File: src/rtl/aes_inv_addkey_mixcol.sv
// ---------------------------------------------------------------------------
// aes_inv_addkey_mixcol
//   Decryption round stage: AddRoundKey followed by InvMixColumns.
//   A block is latched as (in_state ^ in_key), then mixed column-serially,
//   COLS_PER_CYCLE columns per clock. Final rounds (in_last=1) skip the mix
//   and are presented on the output straight away.
//
// Parameters
//   COLS_PER_CYCLE : columns mixed per clock (1, 2 or 4); N = 4/COLS_PER_CYCLE
//
// Ports
//   clk        in   1    clock, rising edge
//   rst        in   1    synchronous reset, active-high
//   in_valid   in   1    in_state/in_key/in_last valid
//   in_ready   out  1    stage can accept (IDLE only)
//   in_state   in   128  round state, column c = [127-32c -: 32], row 0 in MSB
//   in_key     in   128  round key, same byte order
//   in_last    in   1    final round: output state^key, no InvMixColumns
//   out_valid  out  1    out_state valid, held until out_ready
//   out_ready  in   1    downstream accepts
//   out_state  out  128  result, same byte order
//   busy       out  1    high while mixing or holding a result
//
// Handshake: a transfer happens on a rising edge where valid && ready.
//   valid never depends on ready; once out_valid is high it stays high and
//   out_state stays stable until the edge on which out_ready is sampled high.
// ---------------------------------------------------------------------------
module aes_inv_addkey_mixcol #(
   parameter int COLS_PER_CYCLE = 1
) (
   input  logic         clk,
   input  logic         rst,
   input  logic         in_valid,
   output logic         in_ready,
   input  logic [127:0] in_state,
   input  logic [127:0] in_key,
   input  logic         in_last,
   output logic         out_valid,
   input  logic         out_ready,
   output logic [127:0] out_state,
   output logic         busy
);

   typedef enum logic [1:0] {
      ST_IDLE = 2'd0,
      ST_MIX  = 2'd1,
      ST_HOLD = 2'd2
   } state_t;

   // Column-counter step; for COLS_PER_CYCLE=4 this truncates to 0, which is
   // the correct 2-bit wrap (the whole block is mixed in one edge).
   localparam logic [1:0] STEP = 2'(COLS_PER_CYCLE);

   state_t       state_q;
   state_t       state_d;
   logic [127:0] sr;
   logic [1:0]   col_cnt;
   logic         accept;
   logic         mix_done;
   logic [3:0]   col_sel;
   logic [127:0] mixed;

   // ---------------------------------------------------------------------
   // GF(2^8) arithmetic, reduction polynomial 0x11B
   // ---------------------------------------------------------------------
   function automatic logic [7:0] xtime(input logic [7:0] x);
      return {x[6:0], 1'b0} ^ (x[7] ? 8'h1b : 8'h00);
   endfunction

   function automatic logic [31:0] inv_mix_col(input logic [31:0] col);
      logic [7:0] a   [4];
      logic [7:0] m09 [4];
      logic [7:0] m0b [4];
      logic [7:0] m0d [4];
      logic [7:0] m0e [4];
      logic [7:0] x2, x4, x8;
      for (int r = 0; r < 4; r++) begin
         a[r]   = col[31-8*r -: 8];
         x2     = xtime(a[r]);
         x4     = xtime(x2);
         x8     = xtime(x4);
         m09[r] = x8 ^ a[r];
         m0b[r] = x8 ^ x2 ^ a[r];
         m0d[r] = x8 ^ x4 ^ a[r];
         m0e[r] = x8 ^ x4 ^ x2;
      end
      return {m0e[0] ^ m0b[1] ^ m0d[2] ^ m09[3],
              m09[0] ^ m0e[1] ^ m0b[2] ^ m0d[3],
              m0d[0] ^ m09[1] ^ m0e[2] ^ m0b[3],
              m0b[0] ^ m0d[1] ^ m09[2] ^ m0e[3]};
   endfunction

   // InvMixColumns of every column of sr; only the selected window is
   // written back, so unmixed columns keep their AddRoundKey value.
   for (genvar c = 0; c < 4; c++) begin : g_mix
      assign mixed[127-32*c -: 32] = inv_mix_col(sr[127-32*c -: 32]);
   end

   always_comb begin
      col_sel = '0;
      for (int c = 0; c < 4; c++) begin
         col_sel[c] = (c >= int'(col_cnt)) && (c < int'(col_cnt) + COLS_PER_CYCLE);
      end
   end

   // True on the edge whose window includes column 3.
   assign mix_done = (int'(col_cnt) + COLS_PER_CYCLE) >= 4;

   // ---------------------------------------------------------------------
   // FSM: state register + next-state logic
   // ---------------------------------------------------------------------
   assign in_ready  = (state_q == ST_IDLE);
   assign out_valid = (state_q == ST_HOLD);
   assign busy      = (state_q != ST_IDLE);
   assign out_state = sr;
   assign accept    = in_valid && in_ready;

   // The final-round flag is captured by the transition itself: an accepted
   // last block goes straight to HOLD, so later changes on in_last are moot.
   always_comb begin
      state_d = state_q;
      case (state_q)
         ST_IDLE: if (accept)    state_d = in_last ? ST_HOLD : ST_MIX;
         ST_MIX:  if (mix_done)  state_d = ST_HOLD;
         ST_HOLD: if (out_ready) state_d = ST_IDLE;
         default:                state_d = ST_IDLE;
      endcase
   end

   always_ff @(posedge clk) begin
      if (rst) begin
         state_q <= ST_IDLE;
         sr      <= '0;
         col_cnt <= 2'd0;
      end else begin
         state_q <= state_d;
         if (accept) begin
            sr      <= in_state ^ in_key;
            col_cnt <= 2'd0;
         end else if (state_q == ST_MIX) begin
            for (int c = 0; c < 4; c++) begin
               if (col_sel[c]) begin
                  sr[127-32*c -: 32] <= mixed[127-32*c -: 32];
               end
            end
            col_cnt <= col_cnt + STEP;
         end
      end
   end

endmodule

File: config.mk
export PLATFORM = sky130hd
export DESIGN_NAME = aes_inv_addkey_mixcol
export DESIGN_NICKNAME = d
export VERILOG_FILES = /design/src/rtl/aes_inv_addkey_mixcol.sv
export SDC_FILE = /design/constraint.sdc
export NUM_CORES = 1
export LEC_CHECK = 0
export BUFFER_PORTS_ARGS = -buffer_cell sky130_fd_sc_hd__buf_4
export CORE_MARGIN = 2
export CORE_UTILIZATION = 55
export DETAILED_ROUTE_END_ITERATION = 10
export PLACE_DENSITY_LB_ADDON = 0.1
export SLEW_MARGIN = 15
export SYNTH_ARGS = -nofsm -noshare
export SYNTH_HDL_FRONTEND = slang
export SYNTH_SLANG_ARGS = --single-unit
File: constraint.sdc
create_clock -name clk -period 3.22 [get_ports clk]
set_input_delay 0.644 -clock clk [delete_from_list [all_inputs] [get_ports clk]]
set_output_delay 0.644 -clock clk [all_outputs]
set_load 0.02 [all_outputs]
# Word-level counts from Yosys, hierarchy flattened
# Index checks and enable logic that the tools add are counted.
[word_totals] memories=0 out_inout_bits=131 ram_bits=0 register_bits=132 latchBits=0 inputBits=261 wordCells=290 romBits=0
[op_classes] multipliers=0 muxes=59 magnitude_cmp=8 n_shift=0 n_eq_ne=5 n_reduce_logical=17 div=0 addsub=2 bitwise_logic=193
[ops] operator="XOR 8 bit" count=144
[ops] operator="XOR 8 x 5 -> 8 bit" count=48
[ops] operator="two-way mux 128 bit" count=2
[ops] operator="two-way mux 5 bit" count=48
[ops] operator="two-way mux 32 bit" count=4
[ops] operator="XOR 128 bit" count=1
[ops] operator="less-than comparator 3 x 32 -> 1 bit, first input constant" count=2
[ops] operator="less-than comparator 1 x 32 -> 1 bit, first input constant" count=1
[ops] operator="less-than comparator 2 x 32 -> 1 bit, first input constant" count=1
[ops] operator="nonzero test 2 bit" count=6
[ops] operator="two-way mux 2 bit" count=4
[ops] operator="AND reduction 2 bit" count=4
[ops] operator="one-hot mux 2 bit (3 select lines)" count=1
[ops] operator=">= comparator 1 x 2 -> 1 bit, first input constant" count=2
[ops] operator="logical AND 1 bit" count=4
[ops] operator="!= test 2 x 1 -> 1 bit, second input constant" count=2
[ops] operator="adder 2 x 1 -> 3 bit, second input constant" count=1
[ops] operator=">= comparator 3 bit, second input constant" count=1
[ops] operator="AND reduction 3 bit" count=1
[ops] operator="adder 2 x 1 -> 2 bit, second input constant" count=1
[ops] operator="equality test 2 x 1 -> 1 bit, second input constant" count=1
[ops] operator="equality test 2 bit, second input constant" count=1
[ops] operator=">= comparator 2 bit, first input constant" count=1
[ops] operator="zero test 2 bit" count=1
[ops] operator="2 further kinds" count=2

# Logic depth before layout (Yosys ltp)
# Gate-level depths: netlist of the first run.
[depth] word_depth=14 depth_mapped=8 ltp_nobuf=8

# Worst setup path before layout of the first run
# No wires, ideal clock.
[synth_timing] kind="reg-to-reg" start="reg sr[15], in the netlist out_state[15]" end="reg sr[13], in the netlist out_state[13]" setup_time_ns=0.117 t_arrival_ns=2.163 path_stages_with_launch=8 synth_period_minus_slack_ns=2.279 setup_slack_ns=0.941 t_required_ns=3.103 path_buffers=1 path_cell_list="dfxtp_1 > buf_4 > xor2_4 > xnor3_2 > xnor3_2 > xnor3_1 > nor2_1 > o21ai_1"
[synth_via] elab_chain_cells=11
[synth_rtl] item="from (decl)" line_no="56" source="logic [127:0] sr;"
[synth_rtl] item="from (signal assigned)" line_no="138" source="sr <= in_state ^ in_key;"
[synth_rtl] item="from (signal, indexed assignment)" line_no="143" source="sr[127-32*c -: 32] <= mixed[127-32*c -: 32];"
[synth_rtl] item="two-way mux 5 bit *" line_no="67" source="return {x[6:0], 1'b0} ^ (x[7] ? 8'h1b : 8'h00);"
[synth_rtl] item="XOR 8 x 5 -> 8 bit * (2 in series)" line_no="67"
[synth_rtl] item="XOR 8 x 5 -> 8 bit" line_no="67"
[synth_rtl] item="XOR 8 bit * (2 in series)" line_no="85" source="m0e[r] = x8 ^ x4 ^ x2;"
[synth_rtl] item="XOR 8 bit * (2 in series)" line_no="89" source="m0d[0] ^ m09[1] ^ m0e[2] ^ m0b[3],"
[synth_rtl] item="two-way mux 32 bit *" line_no="142" source="if (col_sel[c]) begin"
[synth_rtl] item="two-way mux 128 bit *" line_no="140" source="end else if (state_q == ST_MIX) begin"
[synth_rtl] item="two-way mux 128 bit *" line_no="137" source="if (accept) begin"
# Every way passes the cells marked *; elsewhere a longest branch is shown, timed or not. The select of a mux whose other input is x is not followed.
# A chain may end at the register's enable or synchronous reset.

# Worst setup path in the final report of the first run
[layout_timing] start="reg sr[21], in the netlist out_state[21]" end="reg sr[28], in the netlist out_state[28]"
[layout_via] elab_chain_cells=12
[layout_rtl] item="XOR 8 x 5 -> 8 bit (2 in series)" line_no="67"
[layout_rtl] item="two-way mux 5 bit" line_no="67"
[layout_rtl] item="XOR 8 x 5 -> 8 bit" line_no="67"
[layout_rtl] item="XOR 8 bit (2 in series)" line_no="83" source="m0b[r] = x8 ^ x2 ^ a[r];"
[layout_rtl] item="XOR 8 bit (3 in series)" line_no="87" source="return {m0e[0] ^ m0b[1] ^ m0d[2] ^ m09[3],"
[layout_rtl] item="two-way mux 32 bit" line_no="142"
[layout_rtl] item="two-way mux 128 bit" line_no="140"
[layout_rtl] item="two-way mux 128 bit" line_no="137"
# No other way between the ends. The select of a mux whose other input is x is not followed.

==> results.txt, run 1 <==
----------------------------------------------------
[Synth]
  Number of synthesized register bits ... about 130
  Top cells by instance count after synthesis ... xnor2_1, xor2_1, dfxtp_1
  Most used standard cell by instance count after synthesis ... xnor2_1
  Leading cell types by total area after synthesis ... xnor2_1, dfxtp_1, xnor3_1, xor2_1, nor2_1
  Number of nets in the synthesized netlist ... 2017
  Number of synthesized flops with an enable pin ... 0
  Fraction of synthesis flops using an asynchronous set or reset pin ... 0
  Number of cells produced by synthesis ... 1751
  Warning count from the yosys run ... 0
  Predominant post-synthesis flop cell ... dfxtp_1
  Summed instance area of the synthesized netlist ... 0.0160 mm2
  Cell taking the most area after synthesis ... xnor2_1
  Mean instance size in the synthesized netlist ... roughly 9.2 um2
  Sequential element share of the synthesized area ... 0.165
  Area share of the leading cell type in the synthesized netlist ... 0.326
  Count of different cell masters after synthesis ... between 40 and 50

[Timing]
  Number of slew-limit violations in the final report ... 0
  Fin Clk Skew ... ~0.011 ns
  Tcrit/Tclk final ... 0.772
  Pin slew with the least headroom to its limit ... approximately 0.8 ns
  Final number of hold-violating endpoints ... 0
  Max Clk Rate ... between 0.4 and 0.5 GHz
  Final setup violation count ... 0
  Setup TNS Final ... 0 ns
  Setup repair after global routing missed its margin ... no
  Time the final worst path needs with I/O delays and setup ... 2.49 ns
  Worst relative slew slack ... 0.453

[Placed design]
  IO Port Bufs ... a little under 400
  Inst Count DP ... 2425
  Post-Place Cell Area ... 0.0192 mm2
  RD Place Congestion ... between 0.9 and 1
  Total half-perimeter wirelength after legalization and detailed placement ... ~40000 um

[Drt]
  Detailed-route via count ... 13628
  Starting DRT DRC Count ... 1100
  Total wire length ... 52600 um
  Residual DRC ... 0
  Count of nets left with antenna violations after detail routing ... 0
  Length of the first detailed-routing pass in iterations ... 5
  Post-DR wirelength/cell ... 21.4 um
  Post-DR vias/cell ... 5.54

[Critical path]
  Reg2Reg Capture Point ... out_state[28]
  Depth of the worst register-to-register path ... 7
  Buffering stage count on the worst path with inverters included ... 1
  Origin of the critical flop-to-flop path ... out_state[21]
  Cell type group with the largest total delay on the critical path ... XOR/XNOR gates
  Worst-path cell chain ... buf_4, xnor2_2, xnor3_1, xnor2_1, xnor2_1, nand2_1, a31oi_1
  Critical path's slowest cell ... xnor3_1
  Slowest cell delay on critical path ... between 0.5 and 0.6 ns
  Worst endpoint required time ... 3.57 ns
  Cell occurring most often along the worst timing path ... xnor2_1
  Critical path fanouts, max ... 6
  Type of element capturing the critical path ... register
  Kind of start point of the critical path ... register
  Worst setup slack for register-to-register paths ... about 0.73 ns
  Startpoint-to-endpoint class of the critical path ... register to register
  Signal arrival time at the worst endpoint ... 2.84 ns

[Clocking]
  Number of buffers created by CTS ... 17
  Later-pin clock latency in the skew report ... 0.44 ns
  Root buf cell ... clkbuf_16
  Post-CTS Setup Bufs ... 0
  Clk slew on worst S/H paths ... 0.07 ns
  Hold-fix buffers, CTS ... 0
  Depth of the CTS H-tree ... 4
  Clk sink count ... 132
  Clock Tree Buf Depth ... 2
  Count of instances resized after the clock tree is built ... 0
  CTS tree ... yes

[Global route]
  First-pass GRT wire length ... roughly 80000 um
  Vias in the first global route ... 13825
  Largest net degree at the start of global routing ... 53
  Overflow after GRT ... 0
  Global router's overall resource usage ... 0.342
  Antenna violations before repair ... 1

[Worst hold path]
  Type of the tightest min-delay check ... register to register
  Hold wc startpoint ... out_state[46]
  Worst Hold Path EP ... out_state[46]
  Worst Hold Path Cells ... 2

[Status]
  Result of the run ... finished clean

[Floorplanning]
  Vertical extent of the die ... 175 um
  Die extent in x ... 175 um
  Die area ... 0.0306 mm2
  Effective utilization at floorplan ... 0.559
  Core Rows ... 62
  Core footprint ... around 0.029 mm2
  Number of top-level pins ... 392

[Finish]
  Area added between synthesis and finish ... 23.3%
  Area occupied by multi-input gates ... 0.0126 mm2
  Final std cells w/o fill ... 2458
  Layout cell share with drive strength beyond 1 ... 0.260
  Count of fill cells added during filler insertion ... 2378
  Post-layout instance area ... 0.0198 mm2
  Number of nets at the end of the flow ... ~2300
  Total area of sequential cells ... 0.00264 mm2

[Job]
  Max Cap Viol ... 0

----------------------------------------------------
-- cell type report --
type	instances	area share
clock buffers	17	0.0215
inverters	9	0.00171
diodes	1	0.000126
multi-input cells	1449	0.638
flip-flops and latches	132	0.134
clock inverters	15	0.00910
well taps	384	0.0243
repair buffers	451	0.172
-- layer usage --
metal  vias to the layer above  track usage  routed length [um]
met4                         0        0.130                1630
met3                       123       0.0572                4380
met5                         -            0                   0
met1                      6452        0.436               21200
met2                       718        0.582               25400
li1                       6335            -                   -
-- through the flow --
step	hold WS, ns	setup slack, ns	utilization
2_1_floorplan	0.541	0.941	-
3_5_place_dp	0.458	0.795	0.668
3_3_place_gp	0.457	0.789	0.668
5_1_grt	0.499	0.638	0.690
4_1_cts	0.468	0.763	0.689
6_report	0.467	0.734	0.690
-- worst max-delay path by stage --
| stage | startpoint | end | slack (ns) | cells past startpoint |
|---|---|---|---|---|
| 2_1_floorplan | out_state[15] | out_state[13] | 0.94 | 7 |
| 3_3_place_gp | out_state[87] | out_state[77] | 0.79 | 6 |
| 3_5_place_dp | out_state[22] | out_state[19] | 0.79 | 6 |
| 4_1_cts | out_state[22] | out_state[5] | 0.76 | 6 |
| 5_1_grt | out_state[97] | out_state[100] | 0.64 | 6 |
| 6_report | out_state[21] | out_state[28] | 0.73 | 7 |
-- cells in the final DEF (no fill, tap or decap), types with 6 or more instances in the layout --
| master | n |
|---|---|
| o211ai_1 | 6 |
| xor2_4 | 6 |
| a211oi_1 | 50 |
| nand2_1 | 69 |
| inv_1 | 9 |
| a221o_1 | 8 |
| xnor2_1 | 598 |
| dfxtp_1 | 131 |
| xor3_1 | 9 |
| xnor2_2 | 24 |
| a22oi_1 | 19 |
| o22ai_1 | 17 |
| nand3_1 | 6 |
| nor3_1 | 48 |
| o21ai_0 | 62 |
| clkbuf_16 | 17 |
| nor2_1 | 118 |
| buf_4 | 450 |
| xnor3_1 | 81 |
| a31oi_1 | 10 |
| a21oi_1 | 76 |
| xor2_1 | 184 |
-- cell families after synthesis --
logic type / share of synthesized area
xor+xnor: 0.609
compound gates: 0.106
simple gates: 0.0643
buf+inv: 0.0501
flops: 0.165
fa+ha+maj: 0.00390
mux: 0.00187
-- sequential cells by signal, indices dropped and copies added, names as in the netlist --
register   flops
state_q        2
col_cnt        2
out_state    128
-- worst reg2reg max path, stage by stage, from the launching register on --
cell and delay [ns]:
dfxtp_1 0.47, buf_4 0.26, xnor2_2 0.41, xnor3_1 0.57, xnor2_1 0.26, xnor2_1 0.15, nand2_1 0.09, a31oi_1 0.20
Power of run 1 is left out: the tool's default activity adds up to more than one toggle a clock period on the data nets, which glitch-free logic cannot reach.
==> run 2, diff against run 1 <==
==> constraint.sdc (replaced) <==
create_clock -name clk -period 2.3 [get_ports clk]
set_input_delay 0.46 -clock clk [delete_from_list [all_inputs] [get_ports clk]]
set_output_delay 0.46 -clock clk [all_outputs]
set_load 0.02 [all_outputs]
==> run 2 against run 1 <==
- critical path depth did not move
- worst hold slack got worse by 0.13 ns
- routed wire length rose by 6.2%
- global-route usage rose by 1.9 points
- first-iteration DRC count rose by 4.2%
- clock skew rose by 0.011 ns
- worst setup slack got worse by 0.69 ns
- final area rose by 6.9%
- register-to-register slack got worse by 0.69 ns
- critical path type unchanged
- sequential share of layout area fell by 0.84 points
==> results.txt, run 2 (same netlist as run 1, synthesis figures left out) <==
----------------------------------------------------
[Drt]
  Post-DR vias/cell ... 5.50
  Detailed-route via count ... 14375
  Residual DRC ... 0
  Starting DRT DRC Count ... around 1100
  Length of the first detailed-routing pass in iterations ... 5
  Count of nets left with antenna violations after detail routing ... 0
  Post-DR wirelength/cell ... 21.4 um
  Total wire length ... approximately 56000 um

[Worst hold path]
  Worst Hold Path Cells ... 4
  Worst Hold Path EP ... state_q[1]
  Hold wc startpoint ... out_ready
  Type of the tightest min-delay check ... primary input to register

[Finish]
  Total area of sequential cells ... 0.00265 mm2
  Count of fill cells added during filler insertion ... 2264
  Layout cell share with drive strength beyond 1 ... 0.316
  Most frequent cells in the layout ... buf_4, xnor2_1, xor2_1, dfxtp_1, nor2_1
  Number of flip-flops under the largest register name ... between 100 and 150
  Post-layout instance area ... 0.0212 mm2
  Number of nets at the end of the flow ... 2483
  Commonest non-fill, non-tap cell in the layout ... buf_4
  Area added between synthesis and finish ... 31.9%
  Area occupied by multi-input gates ... 0.0127 mm2

[Global route]
  Vias in the first global route ... 14510
  Met1 track demand over resource in global routing ... 0.462
  Met3 Track Usage GR ... 0.0668
  Met2 track demand over resource ... 0.605
  First-pass GRT wire length ... between 80000 and 90000 um
  Global router's overall resource usage ... 0.362
  Largest net degree at the start of global routing ... 97
  Antenna violations before repair ... 2
  Overflow after GRT ... 0
  Most used routing layer ... met2

[Floorplanning]
  Core footprint ... 0.0287 mm2
  Core Rows ... slightly above 60
  Vertical extent of the die ... 175 um
  Number of top-level pins ... 392
  Die area ... 0.0306 mm2
  Effective utilization at floorplan ... 0.559
  Die extent in x ... 175 um

[Critical path]
  Critical path fanouts, max ... 5
  Slowest cell delay on critical path ... 0.54 ns
  Worst endpoint required time ... 2.66 ns
  Worst setup slack for register-to-register paths ... 0.04 ns
  Startpoint-to-endpoint class of the critical path ... register to register
  Depth of the worst register-to-register path ... 7
  Reg2Reg Capture Point ... out_state[29]
  Buffering stage count on the worst path with inverters included ... 1
  Cell type group with the largest total delay on the critical path ... XOR/XNOR gates
  Signal arrival time at the worst endpoint ... approximately 2.6 ns
  Worst-path cell chain ... buf_4, xnor2_1, xnor2_1, xnor2_1, xnor2_1, xnor2_1, a311oi_1
  Kind of start point of the critical path ... register
  Type of element capturing the critical path ... register
  Cell occurring most often along the worst timing path ... xnor2_1
  Critical path's slowest cell ... dfxtp_1
  Origin of the critical flop-to-flop path ... out_state[13]

[Timing]
  Fin worst setup slack ... 0.0424 ns
  Number of slew-limit violations in the final report ... 0
  Worst relative slew slack ... 0.497
  Time the final worst path needs with I/O delays and setup ... 2.26 ns
  Pin slew with the least headroom to its limit ... about 0.75 ns
  Tcrit/Tclk final ... 0.982
  Final setup violation count ... 0
  Fin Clk Skew ... 0.0219 ns
  Max Clk Rate ... 0.443 GHz
  Setup repair after global routing missed its margin ... no
  Setup TNS Final ... 0 ns
  Final number of hold-violating endpoints ... 0

[Clocking]
  Clock Tree Buf Depth ... 2
  Depth of the CTS H-tree ... 4
  CTS tree ... yes
  Post-CTS Setup Bufs ... 0
  Clk sink count ... 132
  Clk slew on worst S/H paths ... 0.07 ns
  Number of buffers created by CTS ... 17
  Root buf cell ... clkbuf_16
  Later-pin clock latency in the skew report ... 0.46 ns

[Placed design]
  IO Port Bufs ... 391
  Post-Place Setup Slack ... 0.0340 ns
  Total half-perimeter wirelength after legalization and detailed placement ... 43900 um
  Post-Place Cell Area ... 0.0205 mm2
  RD Place Congestion ... 1.01

[Status]
  Result of the run ... finished clean

[Job]
  Max Cap Viol ... 0

----------------------------------------------------
## run 2: cell count changes in the layout (fill, tap and decap cells not counted), sizes merged
cell,delta
buf,+157
clkinv,-2
clkinvlp,-2
diode,+1
clkbuf,+1
inv,+2
bufinv,+1
## run 2: worst register-to-register path: stages (launching register included)
cell and delay [ns]:
dfxtp_1 0.54, buf_4 0.20, xnor2_1 0.11, xnor2_1 0.46
xnor2_1 0.16, xnor2_1 0.24, xnor2_1 0.17, a311oi_1 0.29
## run 2: repair_timing
action / 4_1_cts / 5_1_grt
endpoints found under the hold margin: 0 / 0
hold buffers: 0 / 0
setup endpoints to repair: 2 / 16
gates resized for setup: 1 / 8
## run 2: how the worst max path moves through the flow
stage | from | endpoint | slack (ns) | depth (start not counted)
4_1_cts | out_state[85] | out_state[69] | 0.02 | 7
3_5_place_dp | out_state[31] | out_state[13] | 0.03 | 7
6_report | out_state[13] | out_state[29] | 0.04 | 7
2_1_floorplan | out_state[15] | out_state[13] | 0.02 | 7
3_3_place_gp | out_state[69] | out_state[75] | 0.05 | 7
5_1_grt | out_state[31] | out_state[15] | 0.007 | 6
## run 2: stage by stage
step | utilization | hold slack [ns] | instances
after floorplan | - | 0.541 | 1751
after detailed placement | 0.713 | 0.489 | 2582
after CTS | 0.736 | 0.319 | 2614
final | 0.737 | 0.333 | 2616
after global routing | 0.737 | 0.335 | 2616
after global placement | 0.713 | 0.486 | 2582
## run 2: final cells by class
| type | instances | area share |
|---|---|---|
| Multi-Input combinational cell | 1449 | 0.599 |
| Timing Repair Buffer | 608 | 0.222 |
| Sequential cell | 132 | 0.125 |
| Tap cell | 384 | 0.0227 |
| Clock buffer | 18 | 0.0208 |
| Clock inverter | 14 | 0.00940 |
| Inverter | 9 | 0.00160 |
| Antenna cell | 2 | 0.000237 |
## run 2: per-layer routing
metal  vias to the layer above  wire length [um]
met1                      6848             22500
met4                         0              1740
li1                       6643                 -
met5                         -                 0
met3                       120              4680
met2                       764             27000
Power of run 2 is left out for the same reason.
==> run 3, diff against run 2 <==
--- a/config.mk
+++ b/config.mk
@@ -5,11 +5,14 @@
 export SDC_FILE = /design/constraint.sdc
 export NUM_CORES = 1
 export LEC_CHECK = 0
+export ABC_AREA = 0
 export BUFFER_PORTS_ARGS = -buffer_cell sky130_fd_sc_hd__buf_4
 export CORE_MARGIN = 2
 export CORE_UTILIZATION = 55
+export CTS_CLUSTER_DIAMETER = 30
 export DETAILED_ROUTE_END_ITERATION = 10
 export PLACE_DENSITY_LB_ADDON = 0.1
+export RECOVER_POWER = 25
 export SLEW_MARGIN = 15
 export SYNTH_ARGS = -nofsm -noshare
 export SYNTH_HDL_FRONTEND = slang
==> run 3 against run 2 <==
- largest cell class unchanged
- sequential share of layout area is 0.12 points higher
- die area did not move
- utilization shrank 0.68 points
- first-iteration DRC count rose by 1.9%
- register-to-register slack got worse by 0.02 ns
- global-route usage stayed put
- clock-buffer cell count stayed put
- routed wire length hardly changed
- critical path depth unchanged
- critical path type unchanged
- flip-flop and latch count is the same
- worst hold slack is essentially flat
- worst setup slack worse by 0.016 ns
==> results.txt, run 3 (same netlist as run 1, synthesis figures left out) <==
----------------------------------------------------
[Critical path]
  Signal arrival time at the worst endpoint ... ~2.6 ns
  Startpoint of the most critical setup path ... out_state[13]
  Reg2Reg Capture Point ... out_state[29]
  Startpoint-to-endpoint class of the critical path ... register to register
  Critical path's slowest cell ... dfxtp_1
  Critical path fanouts, max ... 5
  Slowest cell delay on critical path ... 0.55 ns
  Type of element capturing the critical path ... register
  Worst endpoint required time ... between 2 and 3 ns
  Origin of the critical flop-to-flop path ... out_state[13]
  Depth of the worst register-to-register path ... 7
  Cell occurring most often along the worst timing path ... xnor2_1
  Kind of start point of the critical path ... register
  Worst setup slack for register-to-register paths ... 0.03 ns
  Critical path capture point ... out_state[29]
  Worst-path cell chain ... buf_4, xnor2_1, xnor2_1, xnor2_1, xnor2_1, xnor2_1, a311oi_1

[Finish]
  Most frequent cells in the layout ... xnor2_1, buf_4, xor2_1, dfxtp_1, nor2_1
  Area added between synthesis and finish ... 30.6%
  Layout cell share with drive strength beyond 1 ... 0.293
  Count of fill cells added during filler insertion ... 2320
  Number of flip-flops under the largest register name ... roughly 130
  Number of nets at the end of the flow ... ~2500
  Commonest non-fill, non-tap cell in the layout ... xnor2_1
  Final std cells w/o fill ... 2616

[Timing]
  Setup TNS Final ... 0 ns
  Tcrit/Tclk final ... 0.988
  Fin worst setup slack ... 0.0266 ns
  Setup repair after global routing missed its margin ... no
  Time the final worst path needs with I/O delays and setup ... 2.27 ns
  Pin slew with the least headroom to its limit ... 0.753 ns
  Max Clk Rate ... 0.440 GHz
  Fin Clk Skew ... 0.0187 ns
  Number of slew-limit violations in the final report ... 0
  Final setup violation count ... 0
  Final number of hold-violating endpoints ... 0
  Worst relative slew slack ... 0.495
  WHS ... 0.334 ns

[Drt]
  Post-DR wirelength/cell ... approximately 21 um
  Length of the first detailed-routing pass in iterations ... 6
  Post-DR vias/cell ... 5.52
  Starting DRT DRC Count ... 1168
  Detailed-route via count ... 14446
  Residual DRC ... 0
  Total wire length ... about 56000 um
  Count of nets left with antenna violations after detail routing ... 0

[Floorplanning]
  Core footprint ... 0.0287 mm2
  Core Rows ... 62
  Die area ... 0.0306 mm2
  Effective utilization at floorplan ... 0.559
  Vertical extent of the die ... 175 um
  Number of top-level pins ... roughly 390
  Die extent in x ... 175 um

[Global route]
  Overflow after GRT ... 0
  Global router's overall resource usage ... 0.362
  First-pass GRT wire length ... 84100 um
  Vias in the first global route ... 14510
  Antenna violations before repair ... 2
  Largest net degree at the start of global routing ... 97

[Clocking]
  Clk slew on worst S/H paths ... 0.07 ns
  Depth of the CTS H-tree ... 4
  Number of buffers created by CTS ... 17
  Post-CTS Setup Bufs ... 0
  Later-pin clock latency in the skew report ... about 0.46 ns
  CTS tree ... yes
  Clk sink count ... 132
  Clock Tree Buf Depth ... 2
  Root buf cell ... clkbuf_16

[Placed design]
  RD Place Congestion ... 1.01
  IO Port Bufs ... 391
  Inst Count DP ... between 2000 and 3000
  Post-Place Setup Slack ... roughly 0.034 ns
  Total half-perimeter wirelength after legalization and detailed placement ... 43900 um

[Job]
  Max Cap Viol ... 0

[Worst hold path]
  Type of the tightest min-delay check ... primary input to register

[Status]
  Result of the run ... finished clean

----------------------------------------------------
==> run 3: cell count changes in the layout (fill, tap and decap cells not counted), sizes merged <==
cell	before	now
clkbuf	18	71
buf	608	555
==> run 3: final cells by class <==
type / count / area, um2 / share of cell area
clock inverter: 14 / 199 / 0.00949
antenna: 2 / 5.00 / 0.000239
multi-input combinational: 1449 / 12700 / 0.604
tap: 384 / 480 / 0.0229
clock buffer: 18 / 439 / 0.0209
timing repair buffer: 608 / 4490 / 0.214
sequential: 132 / 2650 / 0.126
inverter: 9 / 33.8 / 0.00161
==> run 3: what timing repair did <==
item,4_1_cts,5_1_grt
pin swaps,0,0
hold buffers,0,0
setup endpoints to repair,2,16
resized for setup,1,8
hold endpoints to repair,0,0
==> run 3: critical path, delay by kind of cell, from the launching register on <==
family | cells | cell delay [ns]
flops | 1 | 0.55
compound gates | 1 | 0.28
buf+inv | 1 | 0.20
xor+xnor | 5 | 1.15
==> run 3: how the worst min path moves through the flow <==
stage	start	endpoint	slack, ns	cells after the start
2_1_floorplan	col_cnt[1]	col_cnt[1]	0.54	2
3_3_place_gp	out_state[34]	out_state[34]	0.49	2
3_5_place_dp	out_state[34]	out_state[34]	0.49	2
4_1_cts	out_ready	state_q[1]	0.32	4
5_1_grt	out_ready	state_q[1]	0.34	4
6_report	in_state[28]	out_state[28]	0.33	4
==> run 3: per-stage QoR <==
stage,utilization,instance area (um2)
6_report,0.730,21000
5_1_grt,0.730,21000
4_1_cts,0.736,21100
3_5_place_dp,0.713,20500
3_3_place_gp,0.713,20500
2_1_floorplan,-,16000
==> run 3: per-layer routing <==
layer / global-route usage / vias up / wire [um]
met1: 0.462 / 6882 / 22500
met5: 0 / - / 0
met3: 0.0668 / 133 / 4750
li1: - / 6644 / -
met2: 0.605 / 787 / 26700
met4: 0.145 / 0 / 1900
Power of run 3 is left out for the same reason.
